**src/rtl/vip_stream_sequencer.sv**
```systemverilog
// Frame-level sequencer: pops width*height*num_frame pixels from a show-ahead FIFO
// and forwards them through a one-entry output register tagged with sof/eol/eof.
module vip_stream_sequencer #(
  parameter int DWIDTH = 24,
  parameter int DIM_W  = 11
) (
  input  logic              clock,
  input  logic              reset,
  input  logic              start,
  input  logic              abort,
  input  logic [DIM_W-1:0]  width,
  input  logic [DIM_W-1:0]  height,
  input  logic [DIM_W-1:0]  num_frame,
  input  logic [DWIDTH-1:0] in_data,
  input  logic              in_empty,
  output logic              in_rdreq,
  output logic [DWIDTH-1:0] out_data,
  output logic              out_valid,
  input  logic              out_ready,
  output logic              out_sof,
  output logic              out_eol,
  output logic              out_eof,
  output logic [DIM_W-1:0]  frame_idx,
  output logic              busy,
  output logic              done,
  output logic              cfg_err
);

  localparam logic [1:0] ST_IDLE  = 2'd0;
  localparam logic [1:0] ST_RUN   = 2'd1;
  localparam logic [1:0] ST_FLUSH = 2'd2;
  localparam logic [1:0] ST_DONE  = 2'd3;

  localparam logic [DIM_W-1:0]  DIM_ZERO  = {DIM_W{1'b0}};
  localparam logic [DIM_W-1:0]  DIM_ONE   = {{(DIM_W-1){1'b0}}, 1'b1};
  localparam logic [DWIDTH-1:0] DATA_ZERO = {DWIDTH{1'b0}};

  logic [1:0]        state_q, state_d;
  logic [DIM_W-1:0]  width_q, width_d;
  logic [DIM_W-1:0]  height_q, height_d;
  logic [DIM_W-1:0]  nframe_q, nframe_d;
  logic [DIM_W-1:0]  x_q, x_d;
  logic [DIM_W-1:0]  y_q, y_d;
  logic [DIM_W-1:0]  frame_q, frame_d;
  logic [DWIDTH-1:0] data_q, data_d;
  logic              valid_q, valid_d;
  logic              sof_q, sof_d;
  logic              eol_q, eol_d;
  logic              eof_q, eof_d;
  logic              cfg_err_q, cfg_err_d;
  logic              load_s;
  logic              last_x_s, last_y_s, last_f_s;

  assign last_x_s = (x_q == (width_q - DIM_ONE));
  assign last_y_s = (y_q == (height_q - DIM_ONE));
  assign last_f_s = (frame_q == (nframe_q - DIM_ONE));

  // Next-state logic: job latch, pop/advance rule, output handshake and abort override.
  always_comb begin
    state_d   = state_q;
    width_d   = width_q;
    height_d  = height_q;
    nframe_d  = nframe_q;
    x_d       = x_q;
    y_d       = y_q;
    frame_d   = frame_q;
    data_d    = data_q;
    valid_d   = valid_q;
    sof_d     = sof_q;
    eol_d     = eol_q;
    eof_d     = eof_q;
    cfg_err_d = 1'b0;
    load_s    = 1'b0;
    case (state_q)
      ST_IDLE: begin
        if (start) begin
          width_d  = width;
          height_d = height;
          nframe_d = num_frame;
          if ((width == DIM_ZERO) || (height == DIM_ZERO) || (num_frame == DIM_ZERO)) begin
            cfg_err_d = 1'b1;
          end else begin
            x_d     = DIM_ZERO;
            y_d     = DIM_ZERO;
            frame_d = DIM_ZERO;
            state_d = ST_RUN;
          end
        end else begin
          state_d = ST_IDLE;
        end
      end
      ST_RUN: begin
        load_s = (!valid_q || out_ready) && !in_empty && !abort;
        if (load_s) begin
          data_d  = in_data;
          valid_d = 1'b1;
          sof_d   = (x_q == DIM_ZERO) && (y_q == DIM_ZERO);
          eol_d   = last_x_s;
          eof_d   = last_x_s && last_y_s;
          if (last_x_s) begin
            x_d = DIM_ZERO;
            if (last_y_s) begin
              y_d = DIM_ZERO;
              // The final pixel of the job leaves frame_idx on the last frame.
              if (last_f_s) begin
                state_d = ST_FLUSH;
              end else begin
                frame_d = frame_q + DIM_ONE;
              end
            end else begin
              y_d = y_q + DIM_ONE;
            end
          end else begin
            x_d = x_q + DIM_ONE;
          end
        end else if (out_ready) begin
          valid_d = 1'b0;
        end else begin
          valid_d = valid_q;
        end
      end
      ST_FLUSH: begin
        if (valid_q && out_ready) begin
          valid_d = 1'b0;
          state_d = ST_DONE;
        end else begin
          state_d = ST_FLUSH;
        end
      end
      ST_DONE: begin
        state_d = ST_IDLE;
      end
      default: begin
        state_d = ST_IDLE;
      end
    endcase
    if (abort && (state_q != ST_IDLE)) begin
      state_d = ST_IDLE;
      valid_d = 1'b0;
      sof_d   = 1'b0;
      eol_d   = 1'b0;
      eof_d   = 1'b0;
      x_d     = DIM_ZERO;
      y_d     = DIM_ZERO;
      frame_d = DIM_ZERO;
    end else begin
      cfg_err_d = cfg_err_d;
    end
  end

  // State, job and output registers.
  always_ff @(posedge clock or negedge reset) begin
    if (!reset) begin
      state_q   <= ST_IDLE;
      width_q   <= DIM_ZERO;
      height_q  <= DIM_ZERO;
      nframe_q  <= DIM_ZERO;
      x_q       <= DIM_ZERO;
      y_q       <= DIM_ZERO;
      frame_q   <= DIM_ZERO;
      data_q    <= DATA_ZERO;
      valid_q   <= 1'b0;
      sof_q     <= 1'b0;
      eol_q     <= 1'b0;
      eof_q     <= 1'b0;
      cfg_err_q <= 1'b0;
    end else begin
      state_q   <= state_d;
      width_q   <= width_d;
      height_q  <= height_d;
      nframe_q  <= nframe_d;
      x_q       <= x_d;
      y_q       <= y_d;
      frame_q   <= frame_d;
      data_q    <= data_d;
      valid_q   <= valid_d;
      sof_q     <= sof_d;
      eol_q     <= eol_d;
      eof_q     <= eof_d;
      cfg_err_q <= cfg_err_d;
    end
  end

  assign in_rdreq  = load_s;
  assign out_data  = data_q;
  assign out_valid = valid_q;
  assign out_sof   = sof_q;
  assign out_eol   = eol_q;
  assign out_eof   = eof_q;
  assign frame_idx = frame_q;
  assign busy      = (state_q != ST_IDLE);
  assign done      = (state_q == ST_DONE);
  assign cfg_err   = cfg_err_q;

endmodule

```
**config.mk**
```make
export PLATFORM = sky130hd
export DESIGN_NAME = vip_stream_sequencer
export DESIGN_NICKNAME = d
export VERILOG_FILES = /design/src/rtl/vip_stream_sequencer.sv
export SDC_FILE = /design/constraint.sdc
export NUM_CORES = 1
export LEC_CHECK = 0
export CAP_MARGIN = 20
export CORE_MARGIN = 2
export CORE_UTILIZATION = 53
export DETAILED_ROUTE_END_ITERATION = 8
export MAX_ROUTING_LAYER = met4
export PLACE_DENSITY = 0.83
export SYNTH_ARGS = -nofsm -noshare
export SYNTH_HDL_FRONTEND = slang
export SYNTH_SLANG_ARGS = --single-unit
```
**constraint.sdc**
```tcl
create_clock -name clock -period 3.4 [get_ports clock]
set_input_delay 0.51 -clock clock [delete_from_list [all_inputs] [get_ports clock]]
set_output_delay 0.51 -clock clock [all_outputs]
set_load 0.02 [all_outputs]
```
==> out/qor.csv <==
stage,metric,value,unit
status,outcome,"complete, no violations",
cts,"Hold-fix buffers, CTS",0,
sta,Sum Neg Setup Slack,0,ps
global_routing,first-pass GRT wire length,22300,µm
routing,"antenna viol nets, final",0,
run,max_cap viols,0,
yosys,net count after synthesis,637,
placement,Post-Place Setup Slack,205,ps
floorplanning,Initial Util,0.547,
worst_setup_path,worst reg2reg path endpoint,frame_idx[8],
yosys,ys flop type,dfrtp_1,
sta,Fmax achieved,309,MHz
finish,most frequent cells in the layout,"104 x clkdlybuf4s50_1, 97 x dfrtp_1, 51 x mux2_2",
yosys,syn avg cell area,10.1,µm²
routing,1st-iter DRT viols,325,
finish,"commonest non-fill, non-tap cell in the layout",clkdlybuf4s50_1,
cts,Max Buffers Root-to-Sink,2,
worst_setup_path,"Max FO, Critical Path",9,
worst_setup_path,crit path capture,frame_idx[8],
routing,vias,4747,
worst_setup_path,crit-path max cell delay,530,ps
routing,Via density,5.90,
cts,htree depth,3,
yosys,synthesis-stage register bit count,97,
global_routing,initial antenna violation count,0,
floorplanning,Die H,107,µm
routing,Total Wirelength,13500,µm
sta,RSZ-0062 raised after global routing,no,
cts,"Gates resized, CTS repair",0,
finish,Syn-to-layout area delta,24.2,%
yosys,part of the Yosys area used for sequential elements,0.430,
sta,max-slew violation count,0,
global_routing,GRT Util Overall,0.250,
worst_setup_path,Setup crit end kind,register,
floorplanning,CORE AREA,10300,µm²
floorplanning,Chip Width,107,µm
worst_setup_path,crit start category,register,
yosys,post-synthesis cell count,561,
cts,clock latency on the worst-skew pair,380,ps
global_routing,vias in the first global route,4657,
yosys,"FFs w/ async S/R, synth",1.00,
sta,Worst Skew,12.1,ps
sta,Relative slew margins,0.570,
yosys,"Cell Area, Synth",5650,µm²
floorplanning,Ports,106,
yosys,Post-synth EDFFs,0,
sta,final worst slack,164,ps
worst_setup_path,"CP delay by family, top",simple AND/OR/NAND/NOR gates,
placement,IO buf count,105,
power,Pleak,2.82,nW
routing,DRC Markers,0,
power,VDD IR-drop max,492,µV
worst_setup_path,Buf/Inv on CP,2,
placement,placed cell area,6820,µm²
worst_setup_path,crit path launch,width_q[0],
cts,root buffer cell,clkbuf_8,
sta,Tightest Pin Transition,645,ps
floorplanning,standard-cell rows,37,
sta,endpoints failing hold,0,
worst_setup_path,CP arrival,3540,ps
worst_setup_path,Worst EP required,3700,ps
sta,Final Critical Period,3240,ps
floorplanning,Die Footprint,11500,µm²
cts,CTS tree,built,
worst_setup_path,"Slowest-stage cell, CP",or4_1,
worst_setup_path,Crit path depth,11,
worst_setup_path,r2r worst-path depth,11,
sta,Setup-failing EPs final,0,
yosys,post-synth cell types,69,
cts,postcts setup bufs,0,
yosys,Synth Warn #,0,
global_routing,largest net degree at the start of global routing,51,
worst_setup_path,Worst R2R Setup Slack,160,ps
cts,clock-pin slew on the worst setup and hold paths,100,ps
placement,gpl congestion,0.918,
cts,CTS Buf Count,9,
worst_setup_path,crit path cell chain,inv_1 > ha_1 > xnor2_1 > a311oi_1 > nand3_1 > or4_1 > nor4_2 > a31oi_2 > buf_4 > or3_1 > a21oi_1,
finish,Nets,739,
finish,ant diodes,0,
finish,"Design Area, Final",7020,µm²
worst_setup_path,critical path class,register to register,
finish,share of layout cells above drive strength 1,0.148,
global_routing,grt total ovfl,0,
power,power per cell area,742,nW/µm²
routing,drt pass-1 iters,6,
placement,Post-DP HPWL,10300,µm
min_path,HP Class,input port to asynchronous set/reset pin,
worst_setup_path,Reg-to-Reg Start,width_q[0],
routing,wire per inst,16.8,µm
sta,fin crit share,0.952,
cts,clk sinks,97,
worst register-to-register path, cell delays in order (launching register included):
cell and delay, ps:
dfrtp_1 500, inv_1 100, ha_1 310, xnor2_1 130, a311oi_1 330, nand3_1 110
or4_1 530, nor4_2 260, a31oi_2 190, buf_4 200, or3_1 350, a21oi_1 160
synthesized netlist by cell type (3+ instances only):
cell / instances / area, µm²
nor2b_1: 7 / 43.8
or2_2: 3 / 18.8
and2_1: 3 / 18.8
clkbuf_1: 13 / 48.8
ha_1: 13 / 163
or4_1: 6 / 45.0
nand2b_1: 5 / 31.3
mux2_2: 51 / 574
dfrtp_1: 97 / 2430
buf_2: 4 / 20.0
a21o_1: 3 / 22.5
inv_1: 20 / 75.1
nor4_1: 13 / 81.3
xnor2_1: 22 / 193
o21ai_0: 32 / 160
o41ai_1: 4 / 35.0
o32ai_1: 3 / 26.3
and3_1: 3 / 18.8
nand3b_1: 3 / 22.5
xor2_1: 26 / 228
nor4b_1: 3 / 26.3
a31oi_1: 7 / 43.8
nand4_1: 7 / 43.8
nor3_1: 13 / 65.1
nand3_1: 24 / 120
or3_1: 14 / 87.6
a211oi_1: 3 / 22.5
nor2_1: 36 / 135
mux2i_1: 4 / 40.0
nand2_1: 43 / 161
nand4b_1: 4 / 35.0
o31ai_1: 3 / 22.5
a21oi_1: 19 / 95.1
buf_6: 4 / 45.0
per-layer routing:
| metal | part of all wire | global-route usage |
|---|---|---|
| met5 | 0 | - |
| met4 | 0.015 | 0.0696 |
| met3 | 0.051 | 0.0535 |
| met2 | 0.50 | 0.411 |
| met1 | 0.43 | 0.314 |
registers in the layout, summed over array words and instances, names as in the netlist, 2 cells and up:
register,flops
state_q,2
height_q,11
out_data,24
y_q,11
x_q,11
frame_idx,11
width_q,11
nframe_q,11
final cells by class:
class                           count  area, µm²
Fill cell                         786       3310
Multi-Input combinational cell    421       3020
Sequential cell                    97       2430
Timing Repair Buffer              114       1130
Tap cell                          136        170
Clock buffer                        9        124
Inverter                           20       75.1
Clock inverter                      7       71.3
worst min-delay path by stage:
stage               startpoint          to  slack (ps)  depth (start not counted)
global route             reset  width_q[8]         180                          1
finish                   reset  width_q[9]         140                          1
detailed placement     out_eol     out_eol         480                          2
global placement       out_eol     out_eol         480                          2
CTS                      reset  width_q[9]         160                          1
floorplan                reset     cfg_err         210                          0
through the flow:
step	total power [mW]	utilization	std cells	hold WS (ps)
2_1_floorplan	3.63	-	561	214
5_1_grt	5.55	0.680	804	184
6_report	5.21	0.680	804	140
3_5_place_dp	4.47	0.661	788	484
4_1_cts	5.22	0.680	804	161
3_3_place_gp	4.33	0.661	788	476
cell families (layout without fill, tap and decap cells):
family,count (synthesis),after routing,synth area share
xor gates and xnor gates,48,48,0.0744
and+or+nand+nor,206,206,0.206
AOI/OAI and AO/OA,98,98,0.114
buffers and inverters,43,150,0.0354
muxes,56,56,0.111
adders and majority gates,13,13,0.0288
DFF,97,97,0.430
power by group:
| part | internal, mW | total [mW] | leakage, nW | switching [mW] |
|---|---|---|---|---|
| combinational | 1.22 | 2.47 | 1.49 | 1.25 |
| clock | 0.288 | 0.744 | 0.0995 | 0.457 |
| sequential | 1.53 | 2.00 | 1.24 | 0.468 |
(Power assumes the default switching activity.)
